File: src/rtl/key_sw_if.sv
// Load/store bus between the processor data path and key_sw_device.
// The processor drives address, data and strobes; the device returns data and sel.
interface key_sw_if #(
    parameter int DBITS = 32
);
    logic [DBITS-1:0] addr;
    logic [DBITS-1:0] dIn;
    logic [DBITS-1:0] dOut;
    logic             wrtEn;
    logic             rdEn;
    logic             sel;

    modport master (
        output addr, dIn, wrtEn, rdEn,
        input  dOut, sel
    );

    modport slave (
        input  addr, dIn, wrtEn, rdEn,
        output dOut, sel
    );
endinterface

File: src/rtl/key_sw_device.sv
// Memory-mapped KEY/SW responder: synchronizes and debounces the raw pins,
// and keeps sticky ready/overrun status for each input bus.
module key_sw_debounce #(
    parameter int W  = 4,
    parameter int DC = 500000
) (
    input  logic         clk,
    input  logic         reset,
    input  logic [W-1:0] raw_i,
    output logic [W-1:0] deb_o,
    output logic         evt_o
);
    localparam int CW = (DC > 1) ? $clog2(DC) : 1;
    localparam logic [CW-1:0] LAST = CW'(DC - 1);

    logic [W-1:0]  s1_q, s2_q, s3_q;
    logic [W-1:0]  deb_q, deb_d;
    logic [CW-1:0] cnt_q, cnt_d;

    always_comb begin
        cnt_d = cnt_q + 1'b1;
        deb_d = deb_q;
        evt_o = 1'b0;
        // Any movement, or agreement with the accepted value, restarts the count
        if ((s2_q != s3_q) || (s2_q == deb_q)) begin
            cnt_d = '0;
        end else if (cnt_q == LAST) begin
            deb_d = s2_q;
            cnt_d = '0;
            evt_o = 1'b1;
        end
    end

    always_ff @(posedge clk) begin
        if (reset) begin
            s1_q  <= '0;
            s2_q  <= '0;
            s3_q  <= '0;
            deb_q <= '0;
            cnt_q <= '0;
        end else begin
            s1_q  <= raw_i;
            s2_q  <= s1_q;
            s3_q  <= s2_q;
            deb_q <= deb_d;
            cnt_q <= cnt_d;
        end
    end

    assign deb_o = deb_q;
endmodule

module key_sw_device #(
    parameter int               DBITS           = 32,
    parameter int               DEBOUNCE_CYCLES = 500000,
    parameter logic [DBITS-1:0] ADDR_KDATA      = 32'hF0000010,
    parameter logic [DBITS-1:0] ADDR_SDATA      = 32'hF0000014,
    parameter logic [DBITS-1:0] ADDR_KCTRL      = 32'hF0000110,
    parameter logic [DBITS-1:0] ADDR_SCTRL      = 32'hF0000114
) (
    input  logic           clk,
    input  logic           reset,
    input  logic [3:0]     key,
    input  logic [9:0]     sw,
    key_sw_if.slave        bus
);
    logic [3:0] deb_key;
    logic [9:0] deb_sw;
    logic       evt_key, evt_sw;

    logic k_rdy_q, k_rdy_d, k_ovr_q, k_ovr_d;
    logic s_rdy_q, s_rdy_d, s_ovr_q, s_ovr_d;

    logic hit_kd, hit_sd, hit_kc, hit_sc;
    logic k_rclr, s_rclr, k_wr, s_wr;
    logic k_clr, s_clr;

    // KEY pins are active-low; internally 1 means pressed
    key_sw_debounce #(.W(4), .DC(DEBOUNCE_CYCLES)) u_key (
        .clk   (clk),
        .reset (reset),
        .raw_i (~key),
        .deb_o (deb_key),
        .evt_o (evt_key)
    );

    key_sw_debounce #(.W(10), .DC(DEBOUNCE_CYCLES)) u_sw (
        .clk   (clk),
        .reset (reset),
        .raw_i (sw),
        .deb_o (deb_sw),
        .evt_o (evt_sw)
    );

    assign hit_kd = bus.addr[DBITS-1:2] == ADDR_KDATA[DBITS-1:2];
    assign hit_sd = bus.addr[DBITS-1:2] == ADDR_SDATA[DBITS-1:2];
    assign hit_kc = bus.addr[DBITS-1:2] == ADDR_KCTRL[DBITS-1:2];
    assign hit_sc = bus.addr[DBITS-1:2] == ADDR_SCTRL[DBITS-1:2];

    assign bus.sel = hit_kd | hit_sd | hit_kc | hit_sc;

    always_comb begin
        bus.dOut = '0;
        unique case (1'b1)
            hit_kd:  bus.dOut = {{(DBITS-4){1'b0}}, deb_key};
            hit_sd:  bus.dOut = {{(DBITS-10){1'b0}}, deb_sw};
            hit_kc:  bus.dOut = {{(DBITS-3){1'b0}}, k_ovr_q, 1'b0, k_rdy_q};
            hit_sc:  bus.dOut = {{(DBITS-3){1'b0}}, s_ovr_q, 1'b0, s_rdy_q};
            default: bus.dOut = '0;
        endcase
    end

    assign k_rclr = bus.rdEn & hit_kd;
    assign s_rclr = bus.rdEn & hit_sd;
    assign k_wr   = bus.wrtEn & hit_kc;
    assign s_wr   = bus.wrtEn & hit_sc;

    // rdy counts as cleared this edge by either a data read or a zero write
    assign k_clr = k_rclr | (k_wr & ~bus.dIn[0]);
    assign s_clr = s_rclr | (s_wr & ~bus.dIn[0]);

    always_comb begin
        k_rdy_d = k_rdy_q & ~k_rclr;
        k_ovr_d = k_ovr_q;
        if (k_wr) begin
            k_rdy_d = k_rdy_d & bus.dIn[0];
            k_ovr_d = k_ovr_q & bus.dIn[2];
        end
        if (evt_key) begin
            k_rdy_d = 1'b1;
        end
        if (evt_key && k_rdy_q && !k_clr) begin
            k_ovr_d = 1'b1;
        end
    end

    always_comb begin
        s_rdy_d = s_rdy_q & ~s_rclr;
        s_ovr_d = s_ovr_q;
        if (s_wr) begin
            s_rdy_d = s_rdy_d & bus.dIn[0];
            s_ovr_d = s_ovr_q & bus.dIn[2];
        end
        if (evt_sw) begin
            s_rdy_d = 1'b1;
        end
        if (evt_sw && s_rdy_q && !s_clr) begin
            s_ovr_d = 1'b1;
        end
    end

    always_ff @(posedge clk) begin
        if (reset) begin
            k_rdy_q <= 1'b0;
            k_ovr_q <= 1'b0;
            s_rdy_q <= 1'b0;
            s_ovr_q <= 1'b0;
        end else begin
            k_rdy_q <= k_rdy_d;
            k_ovr_q <= k_ovr_d;
            s_rdy_q <= s_rdy_d;
            s_ovr_q <= s_ovr_d;
        end
    end

    logic unused_bits;
    assign unused_bits = ^{bus.addr[1:0], bus.dIn[DBITS-1:3], bus.dIn[1]};
endmodule
File: src/flat_wrapper.sv
// flat-port wrapper written by rule: the top's interface ports become plain ports
module key_sw_device_flat 
#(
    parameter int               DBITS           = 32,
    parameter int               DEBOUNCE_CYCLES = 500000,
    parameter logic [DBITS-1:0] ADDR_KDATA      = 32'hF0000010,
    parameter logic [DBITS-1:0] ADDR_SDATA      = 32'hF0000014,
    parameter logic [DBITS-1:0] ADDR_KCTRL      = 32'hF0000110,
    parameter logic [DBITS-1:0] ADDR_SCTRL      = 32'hF0000114
)
  (clk, reset, key, sw, bus_addr, bus_dIn, bus_wrtEn, bus_rdEn, bus_dOut, bus_sel);
  key_sw_if #(.DBITS(DBITS)) bus_i ();
  input  logic clk;
  input  logic reset;
  input  logic [3:0] key;
  input  logic [9:0] sw;
  input wire logic [$bits(bus_i.addr)-1:0] bus_addr;
  input wire logic [$bits(bus_i.dIn)-1:0] bus_dIn;
  input wire logic [$bits(bus_i.wrtEn)-1:0] bus_wrtEn;
  input wire logic [$bits(bus_i.rdEn)-1:0] bus_rdEn;
  output wire logic [$bits(bus_i.dOut)-1:0] bus_dOut;
  output wire logic [$bits(bus_i.sel)-1:0] bus_sel;
  assign bus_i.addr = bus_addr;
  assign bus_i.dIn = bus_dIn;
  assign bus_i.wrtEn = bus_wrtEn;
  assign bus_i.rdEn = bus_rdEn;
  assign bus_dOut = bus_i.dOut;
  assign bus_sel = bus_i.sel;
  key_sw_device #(.DBITS(DBITS), .DEBOUNCE_CYCLES(DEBOUNCE_CYCLES), .ADDR_KDATA(ADDR_KDATA), .ADDR_SDATA(ADDR_SDATA), .ADDR_KCTRL(ADDR_KCTRL), .ADDR_SCTRL(ADDR_SCTRL)) u_core (.clk(clk), .reset(reset), .key(key), .sw(sw), .bus(bus_i));
endmodule
File: config.mk
export PLATFORM = sky130hd
export DESIGN_NAME = key_sw_device_flat
export DESIGN_NICKNAME = d
export VERILOG_FILES = /design/src/rtl/key_sw_if.sv /design/src/rtl/key_sw_device.sv /design/src/flat_wrapper.sv
export SDC_FILE = /design/constraint.sdc
export NUM_CORES = 1
export LEC_CHECK = 0
export ABC_AREA = 0
export CORE_AREA = 3 3 97 99
export CTS_BUF_LIST = sky130_fd_sc_hd__clkbuf_4
export CTS_CLUSTER_DIAMETER = 120
export DETAILED_ROUTE_END_ITERATION = 7
export DIE_AREA = 0 0 100 102
export PLACE_DENSITY = 0.81
export SYNTH_ARGS = -nofsm -noshare
export SYNTH_HDL_FRONTEND = slang
export SYNTH_SLANG_ARGS = --single-unit
File: constraint.sdc
create_clock -name clk -period 2.9 [get_ports clk]
set_input_delay 0.725 -clock clk [delete_from_list [all_inputs] [get_ports clk]]
set_output_delay 0.725 -clock clk [all_outputs]
set_load 0.02 [all_outputs]
==> results.rst <==
.. list-table::
   :header-rows: 1

   * - Metric
     - Value
   * - Final antenna diode count
     - 0
   * - Per-instance average area after synthesis
     - 9.64 sq um
   * - Fraction of the cycle the final worst path needs
     - 104%
   * - Standby leakage power
     - 2.05 nW
   * - Class of the worst hold path
     - reg -> reg
   * - Synth Cell Area
     - 4280 sq um
   * - Final global-route overflow total
     - 0
   * - Antenna violations before repair
     - 0
   * - Number of synthesized flops with an enable pin
     - 0
   * - Critical-path top delay cell
     - sky130_fd_sc_hd__or3_4
   * - Part of the Yosys area used for sequential elements
     - 45.8%
   * - Total number of vias
     - 3,162
   * - Ratio of total power to cell area
     - 424 nW/um^2
   * - Initial core utilization
     - 49.6%
   * - Via count of the first global-routing pass
     - 3,108
   * - Outcome
     - complete, but fails checks
   * - Clock tree from TritonCTS
     - yes
   * - Drt first-iter violations
     - 99
   * - Worst path arrival time
     - 2290 ps
   * - Flip-flop cell with the highest count after synthesis
     - sky130_fd_sc_hd__dfxtp_1
   * - Unrepaired setup endpoints after global routing
     - true
   * - Largest voltage drop on the vdd net
     - 0.000242 V
   * - Number of buffers inserted by port buffering
     - 60
   * - Worst setup path end
     - bus_dOut[9]
   * - Post-layout total power
     - 2.19 mW
   * - Skew-Pair Late Insertion Delay
     - 440 ps
   * - Final setup vio count
     - 7
   * - Post-route cell area
     - 5170 sq um
   * - Number of buffers on the longest clock path
     - 2
   * - Fmax
     - 331 MHz
   * - Post-synthesis cell type with the largest combined area
     - sky130_fd_sc_hd__dfxtp_1
   * - HPWL after detailed placement
     - 6430 microns
   * - Crit path max fanout
     - 5
   * - Leading cell type in the layout, fill and taps excluded
     - sky130_fd_sc_hd__dfxtp_1
   * - Die height
     - 102 microns
   * - DIE AREA
     - 10,200 sq um
   * - Wire length per cell
     - 13.4 microns
   * - Worst-case headroom to the max-slew limit
     - 50.8%
   * - Beginning of the worst register-to-register path
     - u_core.u_sw.cnt_q[0]
   * - Slack of the worst reg-to-reg path
     - 580 ps
   * - Required time of the critical path
     - 2170 ps
   * - Post-CTS Hold Buffers
     - 0
   * - 1st-pass router iterations
     - 4
   * - Kind of capture point of the worst setup path
     - output port
   * - Worst clock skew
     - 13.1 ps
   * - Clock sinks
     - 98
   * - Weighted congestion at the end of routability-driven global placement
     - 0.857
   * - Peak per-stage delay on the critical path
     - 430 ps
   * - Fin. Hold Viols
     - 0
   * - Synthesis-stage register bit count
     - 98
   * - Period minus WS final
     - 3020 ps
   * - Maximum capacitance violations
     - 0
   * - Total of warnings raised by yosys
     - 0
   * - Root Driver
     - sky130_fd_sc_hd__clkbuf_4
   * - Cell types occupying the most area after synthesis
     - sky130_fd_sc_hd__dfxtp_1, sky130_fd_sc_hd__xor2_1, sky130_fd_sc_hd__nor2b_1
   * - Number of nets in the layout
     - 606
   * - Largest net degree at the start of global routing
     - 26
   * - Number of instances in the synthesized netlist
     - 444
   * - Clock buffers created by TritonCTS
     - 9
   * - Asr flop ratio synth
     - 0%
   * - Global-route wire length before repair
     - 13,900 microns
   * - Total DRC errors in the routed layout
     - 0
   * - Transition at the pin with the smallest max-transition slack
     - 732 ps
   * - Setup crit start kind
     - input pin
   * - H-Tree Depth
     - 3
   * - Worst Setup SP
     - bus_addr[7]
   * - Post-CTS clock slew at the launch and capture registers of the worst setup and hold paths
     - 140 ps
   * - Fraction of final layout cells with drive strength greater than 1
     - 18.8%
   * - Top cell type's share of synthesized area
     - 45.8%
   * - Placeable core area
     - 8640 sq um
   * - Depth of the worst register-to-register path
     - 7
   * - I/O pins
     - 115
   * - Routed Antenna Nets
     - 0
   * - Number of pins exceeding their max-slew limit in the final report
     - 0
   * - Leading cell types in the layout, fill and taps excluded
     - sky130_fd_sc_hd__dfxtp_1, sky130_fd_sc_hd__nor2_1, sky130_fd_sc_hd__nor2b_1
   * - Start-to-end type of the worst setup path
     - in -> out
   * - Setup slack after layout
     - -118 ps
   * - Cell mode on critical path
     - sky130_fd_sc_hd__buf_6
   * - Failing checks
     - setup timing
   * - Destination of the worst register-to-register timing path
     - u_core.u_sw.deb_o[3]
   * - Core Rows
     - 34
   * - Vias per std cell
     - 4.98
   * - Signed area change from the synthesized netlist to the final layout
     - 20.8%
   * - Cell variety after synth
     - 45
   * - Critical path cell sequence
     - buf_6 > nor4b_4 > buf_4 > nand2_2 > or3_4 > nor3_4 > buf_6 > and2_4 > buf_6
   * - Die Width
     - 100 microns
   * - Placed Area
     - 4920 sq um
   * - Total routing usage reported by global routing
     - 16.9%
   * - Wirelength, routed
     - 8530 microns
critical path: cells and delay by family:
family	cells	cell delay [ps]
simple gates	5	1070
buf+inv	4	510
cells by family (layout without fill, tap and decap cells):
kind of cell | count (synthesis) | in the layout | share of synthesized area, %
and+or+nand+nor | 205 | 205 | 26.6
DFF | 98 | 98 | 45.8
xor gates and xnor gates | 62 | 62 | 12.7
buffers and inverters | 45 | 107 | 6.29
muxes | 18 | 18 | 5.79
AOI/OAI and AO/OA | 13 | 13 | 2.11
adders and majority gates | 2 | 2 | 0.585
other | 1 | 22 | 0.0876
power breakdown:
| group | switching [mW] | internal [mW] |
|---|---|---|
| Sequential | 0.0160 | 1.37 |
| Combinational | 0.0940 | 0.0921 |
| Clock | 0.432 | 0.185 |
metal layers:
metal  up-vias  GRT usage (%)  part of all wire, %
li1       1585              -                    -
met3        10           2.94                  3.9
met1      1509           21.0                   45
met4         0           6.84                  1.3
met5         -              0                    0
met2        58           29.1                   50
synthesized netlist by cell type, types with 2 or more instances:
cell	n
sky130_fd_sc_hd__and3_1	6
sky130_fd_sc_hd__dfxtp_1	98
sky130_fd_sc_hd__nor2_1	59
sky130_fd_sc_hd__nor4b_1	6
sky130_fd_sc_hd__o31ai_1	4
sky130_fd_sc_hd__xnor2_1	23
sky130_fd_sc_hd__xor2_1	39
sky130_fd_sc_hd__o22ai_1	2
sky130_fd_sc_hd__mux2i_1	6
sky130_fd_sc_hd__nor4_1	11
sky130_fd_sc_hd__nor3_1	10
sky130_fd_sc_hd__nand2_1	17
sky130_fd_sc_hd__mux4_2	2
sky130_fd_sc_hd__mux2_4	8
sky130_fd_sc_hd__clkbuf_1	8
sky130_fd_sc_hd__buf_4	24
sky130_fd_sc_hd__a21oi_1	3
sky130_fd_sc_hd__ha_1	2
sky130_fd_sc_hd__and2_1	6
sky130_fd_sc_hd__nand3_1	20
sky130_fd_sc_hd__and4_1	3
sky130_fd_sc_hd__inv_1	9
sky130_fd_sc_hd__nor2b_1	50
sky130_fd_sc_hd__nand4_1	6
sky130_fd_sc_hd__mux2_2	2
registers in the layout, summed over array words and instances (netlist names), 10 cells and up:
register	count
u_core.u_key.cnt_q	19
u_core.u_sw.cnt_q	19
u_core.u_sw.deb_o	10
u_core.u_sw.s1_q	10
u_core.u_sw.s2_q	10
u_core.u_sw.s3_q	10
worst min-delay path by stage:
| stage | from | end | cells after the start |
|---|---|---|---|
| 6_report | u_core.u_key.s1_q[1] | u_core.u_key.s2_q[1] | 1 |
| 5_1_grt | u_core.u_sw.s1_q[7] | u_core.u_sw.s2_q[7] | 1 |
| 4_1_cts | u_core.u_sw.s1_q[7] | u_core.u_sw.s2_q[7] | 1 |
| 3_5_place_dp | u_core.u_key.s1_q[1] | u_core.u_key.s2_q[1] | 1 |
| 3_3_place_gp | u_core.u_key.cnt_q[0] | u_core.u_key.cnt_q[0] | 1 |
| 2_1_floorplan | u_core.u_key.s1_q[0] | u_core.u_key.s2_q[0] | 1 |
timing repair:
item	4_1_cts	5_1_grt
endpoints found under the setup margin	11	11
pin swaps	13	4
buffers inserted	11	2
gates resized for setup	145	12
through the flow:
| stage | std cells | TNS [ps] | utilization, % | setup slack [ps] | hold slack (ps) |
|---|---|---|---|---|---|
| floorplan | 465 | 0 | - | 15.4 | 414 |
| global placement | 606 | -9920 | 57.0 | -950 | 426 |
| detailed placement | 606 | -10660 | 57.0 | -1040 | 431 |
| CTS | 633 | -1040 | 59.2 | -176 | 455 |
| global route | 635 | -1360 | 59.9 | -186 | 458 |
| finish | 635 | -769 | 59.9 | -118 | 450 |
area by class of cell:
| type | instances | area, sq um |
|---|---|---|
| flip-flops and latches | 98 | 1960 |
| clock buffers | 10 | 75.1 |
| fillers | 730 | 3470 |
| multi-input cells | 322 | 2200 |
| inverters | 9 | 33.8 |
| well taps | 108 | 135 |
| repair buffers | 82 | 717 |
| clock inverters | 6 | 43.8 |
No activity file was read; power rests on OpenSTA's default activity.
